===== src/rtl/master_req_pkg.sv =====
// Shared types for the per-master request buffer.
// Used by master_req_fifo and its testbench.
package master_req_pkg;

    localparam int MRF_ADDR_WIDTH = 32;
    localparam int MRF_DATA_WIDTH = 32;

    localparam logic CMD_READ  = 1'b0;
    localparam logic CMD_WRITE = 1'b1;

    typedef struct packed {
        logic [MRF_ADDR_WIDTH-1:0] addr;
        logic                      cmd;
        logic [MRF_DATA_WIDTH-1:0] wdata;
    } req_entry_t;

    typedef enum logic [1:0] {
        IDLE,
        ISSUE,
        WAIT_RESP
    } fsm_state_t;

endpackage


===== src/rtl/master_req_fifo_sync_fifo.sv =====
// Request storage: circular buffer with head and head+1 peek ports.
// DEPTH must be a power of two so pointers wrap naturally.
module sync_fifo #(
    parameter int WIDTH = 65,
    parameter int DEPTH = 4
) (
    input  logic                     clk,
    input  logic                     rst_n,
    input  logic                     i_push,
    input  logic                     i_pop,
    input  logic [WIDTH-1:0]         i_wdata,
    output logic [WIDTH-1:0]         o_head,
    output logic [WIDTH-1:0]         o_next,
    output logic                     o_full,
    output logic                     o_empty,
    output logic [$clog2(DEPTH):0]   o_count
);

    localparam int AW = $clog2(DEPTH);
    localparam int CW = AW + 1;

    logic [WIDTH-1:0] r_mem [DEPTH];
    logic [AW-1:0]    r_wr_ptr;
    logic [AW-1:0]    r_rd_ptr;
    logic [CW-1:0]    r_count;
    logic [AW-1:0]    w_rd_nxt;
    logic             w_push;
    logic             w_pop;

    assign o_full   = (r_count == CW'(DEPTH));
    assign o_empty  = (r_count == '0);
    assign o_count  = r_count;
    assign w_push   = i_push & ~o_full;
    assign w_pop    = i_pop & ~o_empty;
    assign w_rd_nxt = r_rd_ptr + AW'(1);
    assign o_head   = r_mem[r_rd_ptr];
    assign o_next   = r_mem[w_rd_nxt];

    always_ff @(posedge clk) begin
        if (w_push) begin
            r_mem[r_wr_ptr] <= i_wdata;
        end
    end

    always_ff @(posedge clk or negedge rst_n) begin
        if (!rst_n) begin
            r_wr_ptr <= '0;
            r_rd_ptr <= '0;
            r_count  <= '0;
        end else begin
            if (w_push) begin
                r_wr_ptr <= r_wr_ptr + AW'(1);
            end
            if (w_pop) begin
                r_rd_ptr <= w_rd_nxt;
            end
            case ({w_push, w_pop})
                2'b10:   r_count <= r_count + CW'(1);
                2'b01:   r_count <= r_count - CW'(1);
                default: r_count <= r_count;
            endcase
        end
    end

endmodule


===== src/rtl/master_req_fifo.sv =====
// Per-master request buffer replaying queued requests to the cross_bar.
// Optional MASTER_REQ_FIFO_STATS_EN adds saturating accept/stall counters.
module master_req_fifo
    import master_req_pkg::*;
#(
    parameter int ADDR_WIDTH = MRF_ADDR_WIDTH,
    parameter int DATA_WIDTH = MRF_DATA_WIDTH,
    parameter int DEPTH      = 4
) (
    input  logic                    clk,
    input  logic                    rst_n,
    input  logic                    m_req,
    input  logic [ADDR_WIDTH-1:0]   m_addr,
    input  logic                    m_cmd,
    input  logic [DATA_WIDTH-1:0]   m_wdata,
    output logic                    m_ack,
    output logic                    m_resp,
    output logic [DATA_WIDTH-1:0]   m_rdata,
    output logic                    xb_req,
    output logic [ADDR_WIDTH-1:0]   xb_addr,
    output logic                    xb_cmd,
    output logic [DATA_WIDTH-1:0]   xb_wdata,
    input  logic                    xb_ack,
    input  logic                    xb_resp,
    input  logic [DATA_WIDTH-1:0]   xb_rdata,
    output logic                    full,
    output logic                    empty,
    output logic [$clog2(DEPTH):0]  count
`ifdef MASTER_REQ_FIFO_STATS_EN
    ,
    output logic [15:0]             stat_accepted,
    output logic [15:0]             stat_stall
`endif
);

    localparam int CW = $clog2(DEPTH) + 1;
    localparam int EW = ADDR_WIDTH + 1 + DATA_WIDTH;

    fsm_state_t            r_state;
    fsm_state_t            w_state_nxt;
    logic [EW-1:0]         w_in;
    logic [EW-1:0]         w_head;
    logic [EW-1:0]         w_next;
    logic [EW-1:0]         w_sel;
    logic                  w_push;
    logic                  w_pop;
    logic                  w_load;
    logic                  w_resp;
    logic                  w_deep;
    logic                  w_more;
    logic                  w_full;
    logic                  w_empty;
    logic [CW-1:0]         w_count;
    logic [ADDR_WIDTH-1:0] r_xb_addr;
    logic                  r_xb_cmd;
    logic [DATA_WIDTH-1:0] r_xb_wdata;
    logic                  r_m_resp;
    logic [DATA_WIDTH-1:0] r_m_rdata;

    assign w_in   = {m_addr, m_cmd, m_wdata};
    // Acceptance looks only at full: a pop in the same cycle never frees a slot early.
    assign w_push = m_req & ~w_full;
    assign w_deep = (w_count > CW'(1));
    assign w_more = w_deep | w_push;

    sync_fifo #(
        .WIDTH (EW),
        .DEPTH (DEPTH)
    ) u_fifo (
        .clk     (clk),
        .rst_n   (rst_n),
        .i_push  (w_push),
        .i_pop   (w_pop),
        .i_wdata (w_in),
        .o_head  (w_head),
        .o_next  (w_next),
        .o_full  (w_full),
        .o_empty (w_empty),
        .o_count (w_count)
    );

    always_comb begin
        w_state_nxt = r_state;
        w_pop       = 1'b0;
        w_load      = 1'b0;
        w_resp      = 1'b0;
        w_sel       = w_in;
        unique case (r_state)
            IDLE: begin
                if (!w_empty || w_push) begin
                    w_state_nxt = ISSUE;
                    w_load      = 1'b1;
                    w_sel       = w_empty ? w_in : w_head;
                end
            end
            ISSUE: begin
                if (xb_ack) begin
                    if (r_xb_cmd == CMD_WRITE) begin
                        w_pop       = 1'b1;
                        w_load      = w_more;
                        w_sel       = w_deep ? w_next : w_in;
                        w_state_nxt = w_more ? ISSUE : IDLE;
                    end else begin
                        w_state_nxt = WAIT_RESP;
                    end
                end
            end
            WAIT_RESP: begin
                if (xb_resp) begin
                    w_pop       = 1'b1;
                    w_resp      = 1'b1;
                    w_load      = w_more;
                    w_sel       = w_deep ? w_next : w_in;
                    w_state_nxt = w_more ? ISSUE : IDLE;
                end
            end
            default: w_state_nxt = IDLE;
        endcase
    end

    always_ff @(posedge clk or negedge rst_n) begin
        if (!rst_n) begin
            r_state    <= IDLE;
            r_xb_addr  <= '0;
            r_xb_cmd   <= 1'b0;
            r_xb_wdata <= '0;
            r_m_resp   <= 1'b0;
            r_m_rdata  <= '0;
        end else begin
            r_state  <= w_state_nxt;
            r_m_resp <= w_resp;
            if (w_resp) begin
                r_m_rdata <= xb_rdata;
            end
            if (w_load) begin
                {r_xb_addr, r_xb_cmd, r_xb_wdata} <= w_sel;
            end
        end
    end

    assign m_ack    = w_push;
    assign m_resp   = r_m_resp;
    assign m_rdata  = r_m_rdata;
    assign xb_req   = (r_state == ISSUE);
    assign xb_addr  = r_xb_addr;
    assign xb_cmd   = r_xb_cmd;
    assign xb_wdata = r_xb_wdata;
    assign full     = w_full;
    assign empty    = w_empty;
    assign count    = w_count;

`ifdef MASTER_REQ_FIFO_STATS_EN
    logic [15:0] r_stat_acc;
    logic [15:0] r_stat_stall;

    always_ff @(posedge clk or negedge rst_n) begin
        if (!rst_n) begin
            r_stat_acc   <= '0;
            r_stat_stall <= '0;
        end else begin
            if (w_push && (r_stat_acc != 16'hFFFF)) begin
                r_stat_acc <= r_stat_acc + 16'd1;
            end
            if (m_req && w_full && (r_stat_stall != 16'hFFFF)) begin
                r_stat_stall <= r_stat_stall + 16'd1;
            end
        end
    end

    assign stat_accepted = r_stat_acc;
    assign stat_stall    = r_stat_stall;
`endif

endmodule


===== config.mk =====
export PLATFORM = sky130hd
export DESIGN_NAME = master_req_fifo
export DESIGN_NICKNAME = d
export VERILOG_FILES = /design/src/rtl/master_req_pkg.sv /design/src/rtl/master_req_fifo_sync_fifo.sv /design/src/rtl/master_req_fifo.sv
export SDC_FILE = /design/constraint.sdc
export NUM_CORES = 1
export LEC_CHECK = 0
export ABC_AREA = 1
export ABC_CLOCK_PERIOD_IN_PS = 4690
export CAP_MARGIN = 5
export CORE_ASPECT_RATIO = 1.25
export CORE_MARGIN = 2
export CORE_UTILIZATION = 57
export DETAILED_ROUTE_END_ITERATION = 7
export PLACE_DENSITY = 0.82
export SYNTH_ARGS = -nofsm -noshare
export SYNTH_HDL_FRONTEND = slang
export SYNTH_SLANG_ARGS = --single-unit

===== constraint.sdc =====
create_clock -name clk -period 4.69 [get_ports clk]
set_input_delay 0.469 -clock clk [delete_from_list [all_inputs] [get_ports clk]]
set_output_delay 0.469 -clock clk [all_outputs]
set_load 0.005 [all_outputs]

**Word-level counts from Yosys, hierarchy flattened**

Memories as Yosys holds them, arrays and structs flattened.
Index checks and enable logic that the tools add are counted.

- Register bits: 107
- RAM bits: 260
- Bits of input ports: 102
- Output and inout bits: 105
- Logic and storage cells: 61
- Memories kept: 1

- Add/sub/neg operators: 4
- Order comparisons: 1
- Equality and inequality tests: 8
- Muxes and demuxes: 26
- Bitwise operators: 6
- Reductions and logical operators: 6

Memory list:

| memory | words | width | rd ports | clocked after memory_dff | wr ports | line | source |
|---|---|---|---|---|---|---|---|
| u_fifo.r_mem | 4 | 65 | 2 | 0 | 1 | master_req_fifo_sync_fifo.sv:22 | `logic [WIDTH-1:0] r_mem [DEPTH];` |

Operator list:

| operator | number |
|---|---|
| $mux 65 | 6 |
| $pmux 65 s3 | 1 |
| $mux 1 | 11 |
| $mux 2 | 4 |
| $pmux 2 s3 | 1 |
| $pmux 3 s2 | 1 |
| $add 2x1->2 const B | 2 |
| $eq 2x1->1 const B | 2 |
| $eq 2x2->1 const B | 2 |
| $ne 2x2->1 const B | 2 |
| $add 3x1->3 const B | 1 |
| $and 1x1->1 | 3 |
| $eq 3x3->1 const B | 1 |
| $gt 3x1->1 const B | 1 |
| $logic_not 3->1 | 1 |
| $pmux 1 s3 | 1 |
| $reduce_and 3->1 | 1 |
| $sub 3x1->3 const B | 1 |
| $logic_not 2->1 | 1 |
| $ne 2x1->1 const B | 1 |
| $not 1->1 | 2 |
| $pmux 1 s2 | 1 |
| $reduce_bool 2->1 | 1 |
| $logic_not 1->1 | 1 |
| 2 further kinds | 2 |

**Logic depth before layout (Yosys ltp)**

- Depth after elaboration: 8
- Depth in mapped cells: 13
- Mapped depth without buffers: 12

**Hierarchy**

A second synthesis with hierarchy kept.

- Cell total of the unflattened synthesis: 2,184
- Area, all modules: 18,596.6 sq um

By module, submodules not included:

| module | times used | cells an instance | area an instance (sq um) | seq. area each (sq um) |
|---|---|---|---|---|
| sync_fifo | 1 | 1,322 | 12,868.6 | 7,982.7 |
| master_req_fifo | 1 | 862 | 5,728.0 | 2,502.4 |

**Worst setup path after synthesis**

OpenSTA, ideal clock, no wires.

- Path kind: register -> register
- From: register u_fifo.r_count[0], in the netlist u_fifo.o_count[0]
- To: memory u_fifo.r_mem[0][0], enable pin
- Setup time: 0.488 ns
- Data arrival time: 3.960 ns
- Required time: 4.202 ns
- Slack: 0.241 ns
- Cell stages (with the launch flop): 8
- Path buffers: 0
- Clock period less this slack: 4.449 ns
- Path through: dfrtp_1 -> inv_1 -> ha_1 -> nand2_1 -> inv_1 -> nor2_1 -> inv_1 -> nor2_1

- Cells in the longest elaborated chain, start to end: 6

RTL lines:

| what | line | source |
|---|---|---|
| start, declared | master_req_fifo_sync_fifo.sv:25 | `logic [CW-1:0] r_count;` |
| start signal, assigned | master_req_fifo_sync_fifo.sv:58 | `2'b10: r_count <= r_count + CW'(1);` |
| start signal, assigned | master_req_fifo_sync_fifo.sv:59 | `2'b01: r_count <= r_count - CW'(1);` |
| start signal, assigned | master_req_fifo_sync_fifo.sv:60 | `default: r_count <= r_count;` |
| $eq 3x3->1 | master_req_fifo_sync_fifo.sv:30 | `assign o_full = (r_count == CW'(DEPTH));` |
| via full | master_req_fifo.sv:26 | `output logic full,` |
| $not 1->1 | master_req_fifo.sv:62 | `assign w_push = m_req & ~w_full;` |
| $and 1x1->1 | master_req_fifo.sv:62 |  |
| via m_ack | master_req_fifo.sv:16 | `output logic m_ack,` |
| $and 1x1->1 | master_req_fifo_sync_fifo.sv:33 | `assign w_push = i_push & ~o_full;` |
| $mux 1 | master_req_fifo_sync_fifo.sv:40 | `if (w_push) begin` |
| $mux 1 (implied by the code) | master_req_fifo_sync_fifo.sv:41 | `r_mem[r_wr_ptr] <= i_wdata;` |
| end, declared | master_req_fifo_sync_fifo.sv:22 |  |

The timed path passes the listed nets, and every way through them passes these cells.

**Worst setup path in the final report**

- From: register r_state[0]
- To: register r_xb_wdata[2], in the netlist xb_wdata[2]

- Cells in the longest elaborated chain, start to end: 2
- Elaborated cells between the ends (all ways): 5
- Those cells by class: 2 x eq/ne; 2 x mux; 1 x reduce/logical

RTL lines:

| what | line | source |
|---|---|---|
| start, declared | master_req_fifo.sv:39 | `fsm_state_t r_state;` |
| start signal, assigned | master_req_fifo.sv:130 | `r_state <= w_state_nxt;` |
| $eq 2x2->1, or another cell as far along | master_req_fifo.sv:88 | `unique case (r_state)` |
| $pmux 65 s3 or $pmux 1 s3 (tied branches) | master_req_fifo.sv:88 |  |
| end signal, assigned | master_req_fifo.sv:136 | `{r_xb_addr, r_xb_cmd, r_xb_wdata} <= w_sel;` |
| end, declared | master_req_fifo.sv:56 | `logic [DATA_WIDTH-1:0] r_xb_wdata;` |

Parallel ways exist; a longest one is shown, timed or not.
A chain may end at the register's enable or synchronous reset.

==> out/qor.txt <==
antenna violations before repair: 3
Place WS: 1.257 ns
CP startpoint kind: flop
Worst Max-Slew Pin Slew: 1.188 ns
Mapped Nets: 2501
total clock sinks: 367
die area: 0.03511 sq mm
vias in the first global route: 16998
Post-synth ARST share: 0.2916
CP arrival: 3.79 ns
first-pass GRT wire length: 84650 um
grt total ovfl: 0
Synth Flop Type: edfxtp_1
worst reg2reg startpoint: r_state[0]
total wire length: 52910 um
CP startpoint: r_state[0]
commonest non-fill, non-tap cell in the layout: nand2_1
sequential fraction of the synthesis area: 0.5471
total I/O pin count: 207
DRC: 0
Initial Util: 0.5753
CP Class: reg -> reg
Die Span X: 168.0 um
most frequent cells in the layout: 838 x nand2_1, 292 x nor2_1, 260 x edfxtp_1
Bufs on Longest Clock Path: 3
final count of hold timing violations: 0
worst min path class: in -> reg
Layout Nets: 2636
Avg Synthesized Cell Area: 8.032 sq um
Final period util: 0.7104
relative slew slack: 0.2051
CP Capture Type: flop
f_max: 300.1 MHz
Post-synth EDFFs: 260
maximum VDD drop: 579.4 uV
crit path time final: 3.332 ns
fin cells: 2972
FP Rows: 75
IO Port Bufs: 206
Via-to-Cell Ratio: 5.658
Clock Skews: 0.01663 ns
Syn-to-layout area delta: 17.29%
layout cell share with drive strength beyond 1: 0.05143
Clock Latency Late Sink: 0.53 ns
post-route setup slack: 1.358 ns
status: finished clean
total track usage: 0.3023
Reg clk slew, reported paths: 0.07 ns
setup TNS: 0 ns
final setup vio count: 0
post-cts repair resize count: 0
TritonCTS clock tree: done
Inst Count DP: 2904
H-tree Lvls: 2
Crit Path Max Fanout: 35
Placer Congestion: 0.8385
synthesized area: 0.01916 sq mm
Routed Antenna Nets: 0
static leakage: 10.15 nW
total power draw: 15.91 mW
root buffer cell: clkbuf_16
Core Region: 0.03331 sq mm
critical path data required time: 5.15 ns
DP Wirelength: 30240 um
Die H: 209.0 um
yosys warns: 0
initial drt markers: 1863
Max Slew Vio Count: 0
pin count of the biggest net entering global routing: 101
post-synth cell types: 26
HP Start: xb_rdata[22]
max-cap check violation count: 0
Mapped Cells: 2386
CTS buffer count: 37
number of synthesized register bits: 367
RSZ-0062 raised after global routing: false
first-pass iteration count of the detailed router: 8
PwrDens: 707.7 mW/mm^2
via count: 16816
Routed WL per cell: 17.80 um
[synth_stat cells (5+ instances only)]
master,number,area [sq um]
nand3_1,228,1141
buf_4,17,127.6
o22ai_1,6,37.54
buf_1,8,30.03
buf_2,72,360.4
inv_2,5,18.77
dfrtp_1,107,2678
o21ai_0,84,420.4
a21oi_1,92,460.4
inv_1,221,829.6
nor2_1,298,1119
or2_0,6,37.54
or2_2,30,187.7
o21ai_1,10,50.05
nand2_2,7,43.79
o21bai_1,34,255.2
nand2_1,839,3149
ha_1,13,162.7
edfxtp_1,260,7807
clkbuf_1,37,138.9
[power breakdown]
part | internal (mW) | switching [mW]
registers | 4.49 | 0.624
clock network | 1.59 | 1.21
logic | 2.80 | 5.19
total | 8.89 | 7.02
[path summary, 6_finish.rpt]
check | endpoint | slack (ns) | cells past startpoint
worst max-delay path | xb_wdata[2] | 1.36 | 11
worst min-delay path | m_rdata[22] | 0.47 | 3
worst max register to register | xb_wdata[2] | 1.36 | 11
worst min register to register | m_rdata[18] | 0.49 | 2
max in group asynchronous | u_fifo.r_rd_ptr[0] | 3.05 | 3
min in group asynchronous | xb_addr[26] | 0.50 | 2
[cells by family (layout without fill, tap and decap cells)]
logic type / Yosys count / in the layout / synth area share
and+or+nand+nor: 1411 / 1411 / 0.2976
DFF: 367 / 367 / 0.5471
buffers and inverters: 363 / 524 / 0.08030
AOI/OAI and AO/OA: 227 / 227 / 0.06418
adders and majority gates: 13 / 13 / 0.008488
xor gates and xnor gates: 5 / 5 / 0.002285
other: 0 / 2 / 0
[through the flow]
| step | util | hold WS [ns] | area [sq um] |
|---|---|---|---|
| 2_1_floorplan | - | 0.1734 | 19160 |
| 3_3_place_gp | 0.6407 | 0.4611 | 21340 |
| 3_5_place_dp | 0.6407 | 0.4687 | 21340 |
| 4_1_cts | 0.6746 | 0.4590 | 22470 |
| 5_1_grt | 0.6748 | 0.4824 | 22480 |
| 6_report | 0.6748 | 0.4676 | 22480 |
[sequential cells by signal (all words and copies together), names as in the netlist]
name,flops
xb_cmd,1
u_fifo.r_rd_ptr,2
m_resp,1
u_fifo.r_mem,260
u_fifo.r_wr_ptr,2
u_fifo.o_count,3
m_rdata,32
r_state,2
xb_addr,32
xb_wdata,32
[critical path: stages (launching register included)]
cell     delay, ns
dfrtp_1       0.40
inv_1         0.11
ha_1          0.26
nand2_2       0.42
nand2_2       0.28
nand2_1       0.07
nand2_1       0.08
nand2_2       0.42
inv_2         0.57
buf_4         0.44
nor2_1        0.10
nor2_1        0.12
[cell type report]
class                           instances  area (sq um)
Inverter                              226         850.8
Timing Repair Buffer                  233          2290
Clock inverter                         12         83.83
Sequential cell                       367         10490
Multi-Input combinational cell       1656          7191
Tap cell                              423         529.3
Clock buffer                           53          1037
Fill cell                            2493         10830
Antenna cell                            2         5.005
[repair_timing]
action	in CTS	in global routing
setup buffers	0	0
hold buffers	1	0
endpoints found under the hold margin	23	0
[metal layers]
metal  global-route usage  vias up  part of all wire  wire, um
li1                     -     7855                 -         -
met3              0.06345      159              0.10      5301
met5                    0        -           0.00026        14
met4               0.1472        2             0.038      2027
met2               0.5235      946              0.50     26300
met1               0.3589     7854              0.36     19270
Power figures use the tool's default switching activity.
